### config.mk
export PLATFORM = sky130hd
export DESIGN_NAME = pipe_elastic_buf
export DESIGN_NICKNAME = d
export VERILOG_FILES = /design/src/rtl/pipe_types.sv /design/src/rtl/sat_counter.sv /design/src/rtl/pipe_elastic_buf.sv
export SDC_FILE = /design/constraint.sdc
export NUM_CORES = 1
export LEC_CHECK = 0
export ABC_CLOCK_PERIOD_IN_PS = 3750
export BUFFER_PORTS_ARGS = -buffer_cell sky130_fd_sc_hd__buf_2
export CORE_AREA = 2 2 134 136
export CTS_CLUSTER_DIAMETER = 100
export DETAILED_ROUTE_END_ITERATION = 8
export DIE_AREA = 0 0 136 138
export PLACE_DENSITY = 0.48
export SYNTH_ARGS = -nofsm -noshare
export SYNTH_HDL_FRONTEND = slang
export SYNTH_HIERARCHICAL = 1
export SYNTH_SLANG_ARGS = --single-unit
export TNS_END_PERCENT = 1
### constraint.sdc
create_clock -name clk -period 3.75 [get_ports clk]
set_input_delay 0 -clock clk [delete_from_list [all_inputs] [get_ports clk]]
set_output_delay 0 -clock clk [all_outputs]
set_load 0.02 [all_outputs]
### src/rtl/pipe_types.sv
// Shared defaults and stage-boundary payload types for the elastic pipeline buffers.
package pipe_types;

  localparam int unsigned XLEN       = 32;
  localparam int unsigned DATA_W_DEF = 32;
  localparam int unsigned DEPTH_DEF  = 2;
  localparam int unsigned CNT_W_DEF  = 16;

  typedef logic [XLEN-1:0] word_t;
  typedef logic [4:0]      reg_idx_t;

  typedef enum logic [3:0] {
    ALU_ADD  = 4'd0,
    ALU_SUB  = 4'd1,
    ALU_SLL  = 4'd2,
    ALU_SLT  = 4'd3,
    ALU_SLTU = 4'd4,
    ALU_XOR  = 4'd5,
    ALU_SRL  = 4'd6,
    ALU_SRA  = 4'd7,
    ALU_OR   = 4'd8,
    ALU_AND  = 4'd9
  } alu_op_t;

  typedef enum logic [1:0] {
    WB_ALU = 2'd0,
    WB_MEM = 2'd1,
    WB_PC4 = 2'd2,
    WB_IMM = 2'd3
  } wb_sel_t;

  typedef struct packed {
    alu_op_t  alu_op;
    logic     alu_src_imm;
    logic     mem_read;
    logic     mem_write;
    logic [2:0] funct3;
    logic     reg_write;
    wb_sel_t  wb_sel;
    reg_idx_t rd;
    logic     branch;
    logic     jump;
  } control_word_t;

  typedef struct packed {
    word_t pc;
    word_t instr;
  } fet_dec_t;

  typedef struct packed {
    word_t         pc;
    control_word_t ctrl;
    word_t         rs1_val;
    word_t         rs2_val;
    word_t         imm;
  } dec_exe_t;

  typedef struct packed {
    word_t         pc;
    control_word_t ctrl;
    word_t         alu_res;
    word_t         store_data;
  } exe_mem_t;

  typedef struct packed {
    word_t         pc;
    control_word_t ctrl;
    word_t         wb_data;
  } mem_wb_t;

  // DATA_W to use when instantiating a buffer at each stage boundary.
  localparam int unsigned FET_DEC_W = $bits(fet_dec_t);
  localparam int unsigned DEC_EXE_W = $bits(dec_exe_t);
  localparam int unsigned EXE_MEM_W = $bits(exe_mem_t);
  localparam int unsigned MEM_WB_W  = $bits(mem_wb_t);

endpackage

### src/rtl/sat_counter.sv
// Saturating up-counter with synchronous clear; holds at all-ones.
module sat_counter
  import pipe_types::*;
#(
  parameter int unsigned WIDTH = CNT_W_DEF
) (
  input  logic             clk,
  input  logic             rst,
  input  logic             inc,
  input  logic             clr,
  output logic [WIDTH-1:0] count
);

  always_ff @(posedge clk or negedge rst) begin
    if (!rst) begin
      count <= '0;
    end else if (clr) begin
      count <= '0;
    end else if (inc && (count != '1)) begin
      count <= count + WIDTH'(1);
    end
  end

endmodule

### src/rtl/pipe_elastic_buf.sv
// Multi-entry valid/ready elastic buffer between pipeline stages, with flush
// and a saturating stall counter. All handshake flags are registered.
module pipe_elastic_buf
  import pipe_types::*;
#(
  parameter int unsigned DATA_W = DATA_W_DEF,
  parameter int unsigned DEPTH  = DEPTH_DEF,
  parameter int unsigned CNT_W  = CNT_W_DEF
) (
  input  logic                       clk,
  input  logic                       rst,
  input  logic                       flush,
  input  logic                       valid_i,
  output logic                       ready_o,
  input  logic [DATA_W-1:0]          data_i,
  output logic                       valid_o,
  input  logic                       ready_i,
  output logic [DATA_W-1:0]          data_o,
  output logic [$clog2(DEPTH+1)-1:0] count_o,
  output logic                       full_o,
  output logic                       empty_o,
  output logic [CNT_W-1:0]           stall_cnt_o
);

  localparam int unsigned PTR_W = (DEPTH > 1) ? $clog2(DEPTH) : 1;
  localparam int unsigned OCC_W = $clog2(DEPTH + 1);
  localparam logic [PTR_W-1:0] LAST_PTR = PTR_W'(DEPTH - 1);
  localparam logic [OCC_W-1:0] FULL_CNT = OCC_W'(DEPTH);

  logic [DATA_W-1:0] mem_q [DEPTH];
  logic [PTR_W-1:0]  head_q, head_d;
  logic [PTR_W-1:0]  tail_q, tail_d;
  logic [OCC_W-1:0]  count_q, count_d;
  logic [DATA_W-1:0] head_data_d;
  logic              push, pop;

  // Wraps at DEPTH-1 so non-power-of-two depths cycle correctly.
  function automatic logic [PTR_W-1:0] next_ptr(input logic [PTR_W-1:0] p);
    return (p == LAST_PTR) ? '0 : p + PTR_W'(1);
  endfunction

  // Next pointers/occupancy and the payload that will sit at the head.
  always_comb begin
    push        = valid_i & ready_o & ~flush;
    pop         = valid_o & ready_i & ~flush;
    head_d      = head_q;
    tail_d      = tail_q;
    count_d     = count_q;
    head_data_d = '0;
    if (flush) begin
      head_d  = '0;
      tail_d  = '0;
      count_d = '0;
    end else begin
      if (push) tail_d = next_ptr(tail_q);
      if (pop)  head_d = next_ptr(head_q);
      if (push && !pop) begin
        count_d = count_q + OCC_W'(1);
      end else if (pop && !push) begin
        count_d = count_q - OCC_W'(1);
      end
    end
    // A push landing in the slot that becomes the head is forwarded into data_o.
    if (count_d != '0) begin
      head_data_d = (push && (tail_q == head_d)) ? data_i : mem_q[head_d];
    end
  end

  always_ff @(posedge clk or negedge rst) begin
    if (!rst) begin
      head_q  <= '0;
      tail_q  <= '0;
      count_q <= '0;
      for (int i = 0; i < int'(DEPTH); i++) mem_q[i] <= '0;
      data_o  <= '0;
      valid_o <= 1'b0;
      ready_o <= 1'b1;
      full_o  <= 1'b0;
      empty_o <= 1'b1;
    end else begin
      head_q  <= head_d;
      tail_q  <= tail_d;
      count_q <= count_d;
      if (push) mem_q[tail_q] <= data_i;
      data_o  <= head_data_d;
      valid_o <= (count_d != '0);
      ready_o <= (count_d != FULL_CNT);
      full_o  <= (count_d == FULL_CNT);
      empty_o <= (count_d == '0);
    end
  end

  assign count_o = count_q;

  sat_counter #(
    .WIDTH (CNT_W)
  ) u_stall (
    .clk   (clk),
    .rst   (rst),
    .inc   (valid_o & ~ready_i & ~flush),
    .clr   (1'b0),
    .count (stall_cnt_o)
  );

  a_no_overflow : assert property (@(posedge clk) disable iff (!rst)
    count_q <= FULL_CNT);
  a_no_underflow : assert property (@(posedge clk) disable iff (!rst)
    pop |-> (count_q != '0));
  a_no_push_full : assert property (@(posedge clk) disable iff (!rst)
    push |-> (count_q != FULL_CNT));
  a_head_stable : assert property (@(posedge clk) disable iff (!rst)
    (valid_o && !ready_i && !flush) |=> $stable(data_o));

endmodule

==> impl_metrics.yaml, run 1 <==
run_status:
  status: "completed"
clock_network:
  cts_tree: "done"
  cts-root-buf: "clkbuf_16"
  cts_buffers: 17
  cts_buffer_depth: 2
  clock-sinks: 120
  clkTransAtPathRegs_ns: 0.05
  worst_skew_pair.late_latency_ns: 0.41
  htree_levels: 4
  cts_setup_buffers: 0
finish:
  diodes: 0
  fill_cells: 1750
  nets: 614
  drive_above_1_share: 0.3503
  area_growth_pct: 30.66
detailed_routing:
  vias: 4032
  ant_nets: 0
  wl_per_cell_um: 16.23
  drt_pass1_iterations: 4
  post-route-drc-count: 0
  wirelength_um: 13260
  routed_via_density: 4.935
  dr.first_iter.drc_count: 195
sta:
  tightest_slew_ns: 1.082
  rsz0062_at_grt: "false"
  fin_crit_ns: 2.409
  setup_violations: 0
  setup_ws_ns: 1.341
  timing.fmax_mhz: 415.1
  setup_tns_ns: 0
  finClkSkew_ns: 0.007008
  period_share: 0.6424
  slew_headroom: 0.2783
  slew_viol_final: 0
  hold_viol: 0
floorplanning:
  start_util: 0.3021
  die_h_um: 138
  fp.dieW_um: 136
  rows: 49
  dieArea_um2: 18770
  design.core.area_um2: 17530
  boundaryPins: 91
pwr:
  powerDensity_nw_per_um2: 693.6
  ir_drop_mv: 0.3401
  p_leak_nw: 3.100
global_routing:
  grtUsageTotal: 0.1509
  grt_overflow: 0
  grt_pass1_wl_um: 21990
  antenna_found_initial: 0
  grt_pass1_vias: 4143
  grt_max_degree: 63
critical_path:
  cp_cell_sequence: "and2_1 -> nor2b_1 -> nand2_2 -> mux2_2"
  slowest_delay_ns: 0.57
  critPathKind: "reg2reg"
  required_ns: 4.04
  arrival_ns: 2.70
  cp-start-kind: "register"
  cp-end-kind: "register"
  cp_slowest_cell: "nand2_2"
  worst-path-max-fanout: 32
synthesis:
  yosysTopAreaCell: "dfrtp_1"
  synth_edf_count: 0
  syn_inst: 457
  synth.ff_latch_count: 120
  synth.top_cell.area_share: 0.5575
  yosys-top-cells-area: "dfrtp_1 56%, mux2_2 14%, a311oi_1 5.3%"
  syn_avg_cell_area_um2: 11.59
  yosysSeqAreaShare: 0.5674
  syn-cell-area_um2: 5296
  synthArstFlopShare: 1.000
  yosys.cell_types.count: 45
  ys_warn_count: 6
  synth_ff_type: "dfrtp_1"
placement:
  gp_routability_congestion: 0.7414
  portBuffers: 90
  dp_hpwl_um: 8196
  place_ws_ns: 1.336
min_path:
  hold_path_class: "in2reg"
flow_run:
  drv_cap: 0
-- final timing paths --
check / start / endpoint / slack, ns / depth (start not counted)
setup / recovery: ready_o / mem_q[8] / 1.34 / 4
hold / removal: valid_i / ready_o / 0.14 / 5
setup reg to reg: ready_o / mem_q[8] / 1.34 / 4
hold reg to reg: mem_q[38] / mem_q[38] / 0.50 / 1
max in group asynchronous: rst / ready_o / 2.58 / 3
min in group asynchronous: rst / u_stall/count[0] / 0.21 / 2
-- final cells by class --
cell class	instances	area [µm²]	area share
multi-input combinational	300	2178	0.3148
tap	229	286.5	0.04140
inverter	5	18.77	0.002712
sequential	120	3005	0.4343
timing repair buffer	132	855.8	0.1237
clock buffer	24	481.7	0.06961
clock inverter	7	93.84	0.01356
-- synthesized netlist by cell type, types with 2 or more instances --
library cell  number
a21oi_1           12
or4_2              2
and4_2             2
nand4_1            6
a311oi_1          32
and2_1             3
and3_1             2
dfstp_2            2
nor2_1             9
nand3_1            4
or3_1              2
mux2_2            64
nor4_1             4
dfrtp_1          118
buf_2             13
inv_1              5
xnor2_1            3
o21ai_1            3
o31ai_1            7
nor3_1            33
nand2b_1           2
or4_1              5
mux2_1             4
clkbuf_1          19
nor2b_1            8
nand2_1           74
-- logic make-up (layout without fill, tap and decap cells) --
| family | after synthesis | after routing | share of synthesized area |
|---|---|---|---|
| AOI/OAI and AO/OA | 61 | 61 | 0.08835 |
| xor gates and xnor gates | 5 | 5 | 0.01087 |
| adders and majority gates | 1 | 1 | 0.002362 |
| buffers and inverters | 38 | 168 | 0.03142 |
| DFF | 120 | 120 | 0.5674 |
| muxes | 69 | 69 | 0.1465 |
| other | 1 | 2 | 0.0007080 |
| and+or+nand+nor | 162 | 162 | 0.1524 |
-- stage by stage --
stage               area, µm²  hold WS [ns]    util  power, mW  std cells
floorplan                5300       -0.2956       -      2.787        458
global placement         5995        0.1547  0.3419      3.188        751
detailed placement       5995        0.1495  0.3419      3.225        751
CTS                      6920        0.1186  0.3947      4.866        817
global route             6920        0.1930  0.3947      5.086        817
finish                   6920        0.1394  0.3947      4.800        817
-- flip-flops by register name (all words and copies together), names as in the netlist --
| name | cells |
|---|---|
| count_o | 2 |
| valid_o | 1 |
| tail_q | 1 |
| u_stall/count | 16 |
| full_o | 1 |
| head_q | 1 |
| mem_q | 64 |
| empty_o | 1 |
| data_o | 32 |
| ready_o | 1 |
-- report_power, final --
group	internal [mW]	switching [mW]
sequential	1.74	0.207
clock	1.02	0.559
combinational	0.552	0.716
total	3.32	1.48
-- per-layer routing --
layer | track usage | wire, µm | up-vias
li1 | - | - | 1898
met1 | 0.2005 | 6263 | 2023
met2 | 0.2351 | 6205 | 98
met3 | 0.04657 | 653 | 13
met4 | 0.04825 | 138 | 0
met5 | 0 | 0 | -
-- worst max-delay path, delay by kind of cell, from the launching register on --
| family | cells | cell delay, ns |
|---|---|---|
| flops | 1 | 0.53 |
| mux | 1 | 0.47 |
| simple gates | 3 | 1.27 |
-- what timing repair did --
item,in CTS,in global routing
resized for setup,0,0
hold endpoints to repair,152,0
hold buffers,35,0
-- placed cells by master (no fill, tap or decap), types with 5 or more instances in the layout --
cell and instances:
buf_2 89, dfrtp_1 118, mux2_2 64, clkbuf_16 17
o31ai_1 7, buf_4 8, a21oi_1 12, or4_1 5
nor2_1 8, inv_1 5, dlygate4sd3_1 35, nor2b_1 8
a311oi_1 32, nand2_1 73, nand4_1 6, nor3_1 33
Power figures use the tool's default switching activity.
==> run 2, diff against run 1 <==
--- a/config.mk
+++ b/config.mk
@@ -5,13 +5,14 @@
 export SDC_FILE = /design/constraint.sdc
 export NUM_CORES = 1
 export LEC_CHECK = 0
-export ABC_CLOCK_PERIOD_IN_PS = 3750
+export ABC_AREA = 1
+export ABC_CLOCK_PERIOD_IN_PS = 2300
 export BUFFER_PORTS_ARGS = -buffer_cell sky130_fd_sc_hd__buf_2
-export CORE_AREA = 2 2 134 136
+export CORE_AREA = 2 2 139 141
 export CTS_CLUSTER_DIAMETER = 100
 export DETAILED_ROUTE_END_ITERATION = 8
-export DIE_AREA = 0 0 136 138
-export PLACE_DENSITY = 0.48
+export DIE_AREA = 0 0 141 143
+export PLACE_DENSITY = 0.47
 export SYNTH_ARGS = -nofsm -noshare
 export SYNTH_HDL_FRONTEND = slang
 export SYNTH_HIERARCHICAL = 1
==> constraint.sdc (replaced) <==
create_clock -name clk -period 2.3 [get_ports clk]
set_input_delay 0 -clock clk [delete_from_list [all_inputs] [get_ports clk]]
set_output_delay 0 -clock clk [all_outputs]
set_load 0.02 [all_outputs]
==> run 2 against run 1 <==
Against the previous run:
- sequential power increased by 36%
- clock skew increased by 0.0021 ns
- sequential cell count did not move
- worst hold slack worse by 0.058 ns
- synthesized area is 7.7% higher
- non-clock buffer count up 10
- total power is 33% higher
- wire length up 6.7%
- critical path type unchanged
- largest cell class unchanged
==> impl_metrics.yaml, run 2 <==
global_routing:
  grtUsageTotal: 0.1508
  grt_pass1_wl_um: 23720
  grt_overflow: 0
  antenna_found_initial: 0
  grt_max_degree: 62
  grt_pass1_vias: 4702
critical_path:
  critPathKind: "reg2reg"
  cp-start-kind: "register"
  arrival_ns: 2.39
  required_ns: 2.65
  cp-end-kind: "register"
  critPathLaunch: "ready_o"
  worst-path-max-fanout: 18
  r2r-start: "ready_o"
synthesis:
  yosys.area_share.simple: 0.2986
  syn_avg_cell_area_um2: 7.738
  synth_top_family_by_area: "simple AND/OR/NAND/NOR gates"
  yosysMostFrequentCell: "nand2_1"
  synth.top_cell.area_share: 0.5178
  synth_fa_ha_area_frac: 0.002194
  yosysSeqAreaShare: 0.5270
  syn_inst: 737
  ys_warn_count: 6
  yosys-top-cells-area: "dfrtp_1 52%, nand2_1 24%, o21ai_0 6.0%"
  yosys.cell_types.count: 32
  yosysTopAreaCell: "dfrtp_1"
  synthArstFlopShare: 1.000
  synth_edf_count: 0
  synthMuxAreaShare: 0
  synth_ff_type: "dfrtp_1"
  synth.top_cells.by_count: "358 x nand2_1, 118 x dfrtp_1, 83 x inv_1"
  synthXorXnorAreaFrac: 0.007679
  synth.ff_latch_count: 120
  syn-cell-area_um2: 5703
  synth_compound_gate_area_share: 0.06889
floorplanning:
  die_h_um: 143
  start_util: 0.3069
  rows: 50
  dieArea_um2: 20160
  design.core.area_um2: 18580
  fp.dieW_um: 141
  boundaryPins: 91
placement:
  gp_routability_congestion: 0.7309
  dpl-instance-area_um2: 6390
  dp_hpwl_um: 9185
  dp_cells: 1048
  portBuffers: 90
  place_ws_ns: 0.2532
sta:
  setup_tns_ns: 0
  period_share: 0.8840
  timing.fmax_mhz: 491.8
  setup_ws_ns: 0.2667
  slew_headroom: 0.4481
  finClkSkew_ns: 0.009095
  fin_crit_ns: 2.033
  hold_viol: 0
  setup_violations: 0
  slew_viol_final: 0
  rsz0062_at_grt: "false"
  tightest_slew_ns: 0.8259
flow_run:
  drv_cap: 0
detailed_routing:
  dr.first_iter.drc_count: 319
  wl_per_cell_um: 12.69
  drt_pass1_iterations: 5
  vias: 4783
  ant_nets: 0
  routed_via_density: 4.290
  post-route-drc-count: 0
  wirelength_um: 14150
finish:
  fill_cells: 1942
  top_register: "mem_q"
  nets: 906
  largest_reg_flops: 64
  final_cell_mix: "357 x nand2_1, 118 x dfrtp_1, 89 x buf_2, 83 x inv_1, 68 x o21ai_0"
  top_regs: "mem_q (64), data_o (32), u_stall/count (16)"
  fin_util: 0.3943
  area_growth_pct: 28.48
  diodes: 0
  drive_above_1_share: 0.1816
  finalInstanceArea_um2: 7327
  final_cells: 1115
  mostFrequentLayoutCell: "nand2_1"
pwr:
  p_leak_nw: 4.215
  ir_drop_mv: 0.5314
  powerDensity_nw_per_um2: 874.5
clock_network:
  cts_buffers: 17
  cts_tree: "done"
  clkTransAtPathRegs_ns: 0.05
  cts-root-buf: "clkbuf_16"
  clock-sinks: 120
  cts_buffer_depth: 2
  htree_levels: 4
  cts_setup_buffers: 0
  worst_skew_pair.late_latency_ns: 0.41
min_path:
  hold_path_class: "in2async"
run_status:
  status: "completed"
==> run 2: cell count changes in the layout (fill, tap and decap cells not counted), moves of 11 or more <==
cell,change
a21oi_1,-11
a311oi_1,-32
o21ai_0,+67
mux2_2,-64
inv_1,+78
nand2_1,+284
nand3_1,+12
nor3_1,-32
==> run 2: where the power goes <==
part           leakage (nW)  total (mW)  switching, mW  internal [mW]
sequential             1.56        2.65          0.169           2.48
combinational          2.37        1.12          0.694          0.422
clock                 0.287        2.64          0.937           1.71
==> run 2: layout make-up <==
type,count,area [µm²],area share
clock buffers,25,495.5,0.06762
clock inverters,7,91.34,0.01247
inverters,87,329.1,0.04491
multi-input cells,500,2166,0.2956
flip-flops and latches,120,3005,0.4102
well taps,234,292.8,0.03996
repair buffers,142,947.2,0.1293
==> run 2: kinds of logic after synthesis <==
group | count (synthesis)
buffers and inverters | 119
DFF | 120
other | 1
AOI/OAI and AO/OA | 73
xor gates and xnor gates | 5
and+or+nand+nor | 418
adders and majority gates | 1
==> run 2: timing repair <==
item                                   4_1_cts  5_1_grt
gates resized for setup                      0        0
endpoints found under the hold margin      215        0
hold buffers                                35        0
==> run 2: worst paths after layout <==
check | end | slack, ns | depth (start not counted)
worst max-delay path | data_o[30] | 0.27 | 9
worst min-delay path | data_o[7] | 0.08 | 2
worst max register to register | data_o[30] | 0.27 | 9
worst min register to register | mem_q[37] | 0.48 | 2
max in group asynchronous | empty_o | 1.49 | 3
min in group clk | u_stall/count[13] | 0.09 | 6
==> run 2: worst max-delay path: stages, from the launching register on <==
cell      delay [ns]
dfstp_2         0.54
nand2_1         0.10
nor2_2          0.22
nand2_1         0.11
nand3b_1        0.10
nand3_1         0.10
nand2_2         0.38
buf_4           0.27
nand2_1         0.07
inv_1           0.06
==> run 2: per-layer routing <==
layer,up-vias,global-route usage,share of wire
li1,2498,-,-
met1,2183,0.1936,0.47
met5,-,0,0
met3,9,0.04091,0.040
met4,0,0.03947,0.0090
met2,93,0.2529,0.48
==> run 2: through the flow <==
step | hold WS (ns) | power (mW)
after floorplan | -0.2956 | 3.425
after global placement | -0.04662 | 3.766
after detailed placement | -0.03667 | 3.778
after CTS | 0.07863 | 6.521
after global routing | 0.09842 | 6.826
final | 0.08124 | 6.408
==> run 3, diff against run 2 <==
--- a/config.mk
+++ b/config.mk
@@ -12,7 +12,10 @@
 export CTS_CLUSTER_DIAMETER = 100
 export DETAILED_ROUTE_END_ITERATION = 8
 export DIE_AREA = 0 0 141 143
+export GPL_ROUTABILITY_DRIVEN = 0
+export GPL_TIMING_DRIVEN = 0
 export PLACE_DENSITY = 0.47
+export SETUP_SLACK_MARGIN = 0.3
 export SYNTH_ARGS = -nofsm -noshare
 export SYNTH_HDL_FRONTEND = slang
 export SYNTH_HIERARCHICAL = 1
==> run 3 against run 2 <==
Against the previous run:
- design area grew 2.0%
- count of clock-buffer cells in the layout shrank 5
- clock skew grew 0.0069 ns
- largest power group is now clock
- final cell count grew 1.4%
- highest routed layer unchanged
- non-clock buffer count grew 16
- sequential share of layout area shrank 0.81 points
- clock power grew 7.6%
- combinational power grew 4%
- via count grew 2.2%
- worst setup slack gained 0.21 ns
- core utilization grew 0.79 points
==> impl_metrics.yaml, run 3 (synthesis gave the netlist of run 2 again) <==
run_status:
  status: "completed"
floorplanning:
  fp.dieW_um: 141
  die_h_um: 143
  start_util: 0.3069
  design.core.area_um2: 18580
  rows: 50
  boundaryPins: 91
  dieArea_um2: 20160
sta:
  finClkSkew_ns: 0.01603
  slew_headroom: 0.5864
  fin_hold_ws_ns: 0.04096
  period_share: 0.7941
  setup_violations: 0
  tightest_slew_ns: 0.6204
  timing.fmax_mhz: 547.5
  fin_crit_ns: 1.826
  rsz0062_at_grt: "true"
  slew_viol_final: 0
  hold_viol: 0
critical_path:
  reg2regPathDepth: 7
  r2r_end: "mem_q[14]"
  worst-path-max-fanout: 10
  arrival_ns: 2.10
  critPathKind: "reg2reg"
  r2r-start: "ready_o"
  required_ns: 2.57
  cp-start-kind: "register"
  r2r_setup_slack_ns: 0.47
  cp-end-kind: "register"
finish:
  fill_cells: 1957
  area_growth_pct: 31.07
  drive_above_1_share: 0.1862
  diodes: 0
  mostFrequentLayoutCell: "nand2_1"
  finalInstanceArea_um2: 7475
  nets: 922
  top_register: "mem_q"
  top_regs: "mem_q (64), data_o (32), u_stall/count (16)"
  final_cell_mix: "358 x nand2_1, 118 x dfrtp_1, 96 x buf_2, 83 x inv_1, 68 x o21ai_0"
  largest_reg_flops: 64
flow_run:
  drv_cap: 0
clock_network:
  worst_skew_pair.late_latency_ns: 0.42
  cts_tree: "done"
  cts-root-buf: "clkbuf_16"
  cts_buffers: 17
  htree_levels: 4
  clock-sinks: 120
  cts_buffer_depth: 2
  cts_setup_buffers: 0
  clkTransAtPathRegs_ns: 0.06
global_routing:
  grt_pass1_wl_um: 24980
  antenna_found_initial: 0
  grt_max_degree: 90
  grtUsageTotal: 0.1607
  grt_overflow: 0
  grt_pass1_vias: 4792
detailed_routing:
  ant_nets: 0
  drt_pass1_iterations: 5
  vias: 4886
  wl_per_cell_um: 13.51
  routed_via_density: 4.320
  dr.first_iter.drc_count: 214
  wirelength_um: 15280
  post-route-drc-count: 0
min_path:
  hold_path_class: "in2async"
pwr:
  powerDensity_nw_per_um2: 890.0
  report.power.total_mw: 6.652
  p_leak_nw: 4.266
  ir_drop_mv: 0.5243
placement:
  portBuffers: 90
  dp_hpwl_um: 9971
  dpl-instance-area_um2: 6487
-- run 3: cell count changes in the layout (fill, tap and decap cells not counted), sizes merged --
cell | before | now
clkinvlp | 1 | 3
bufinv | 2 | 3
buf | 107 | 112
inv | 87 | 90
clkinv | 4 | 3
clkbuf | 25 | 31
-- run 3: area by class of cell --
type	instances	area (µm²)	share of cell area
Clock inverter	12	165.2	0.02210
Buffer	32	212.7	0.02846
Multi-Input combinational cell	500	2168	0.2901
Tap cell	234	292.8	0.03917
Inverter	87	329.1	0.04402
Sequential cell	120	3005	0.4021
Clock buffer	20	466.7	0.06244
Timing Repair Buffer	126	834.6	0.1117
-- run 3: worst max path at each step --
| stage | startpoint | endpoint |
|---|---|---|
| 5_1_grt | ready_o | mem_q[33] |
| 3_3_place_gp | rst | data_o[30] |
| 6_report | ready_o | mem_q[14] |
| 3_5_place_dp | ready_o | mem_q[11] |
| 2_1_floorplan | u_stall/count[1] | u_stall/count[7] |
| 4_1_cts | ready_o | mem_q[14] |
-- run 3: report_power, final --
part,leakage (nW),internal (mW),switching (mW)
registers,1.56,2.48,0.168
clock network,0.300,1.81,1.04
logic,2.40,0.445,0.720
total,4.27,4.73,1.92
-- run 3: repair_timing --
item,CTS,global route
resized for setup,0,1
endpoints found under the setup margin,0,7
hold endpoints to repair,217,0
hold buffers,35,0
-- run 3: worst max-delay path, cell delays in order (launching register included) --
cell and delay (ns):
dfstp_2 0.53, nand2_1 0.09, nor2_2 0.20, nand2_2 0.12, buf_2 0.20, clkbuf_1 0.32
nand2_1 0.13, o21ai_0 0.09
-- run 3: through the flow --
stage,utilization,TNS (ns),setup WS (ns),instances
final,0.4023,0,0.4736,1131
after global routing,0.4023,0,0.2846,1131
after CTS,0.4020,0,0.4427,1131
after detailed placement,0.3492,0,0.4585,1064
after global placement,0.3473,-61.85,-0.5343,1063
after floorplan,-,0,0.6860,739
-- run 3: routing by layer --
layer,track usage,up-vias,part of all wire
li1,-,2534,-
met1,0.2121,2248,0.48
met2,0.2596,92,0.47
met3,0.03823,12,0.035
met4,0.05579,0,0.014
met5,0,-,0
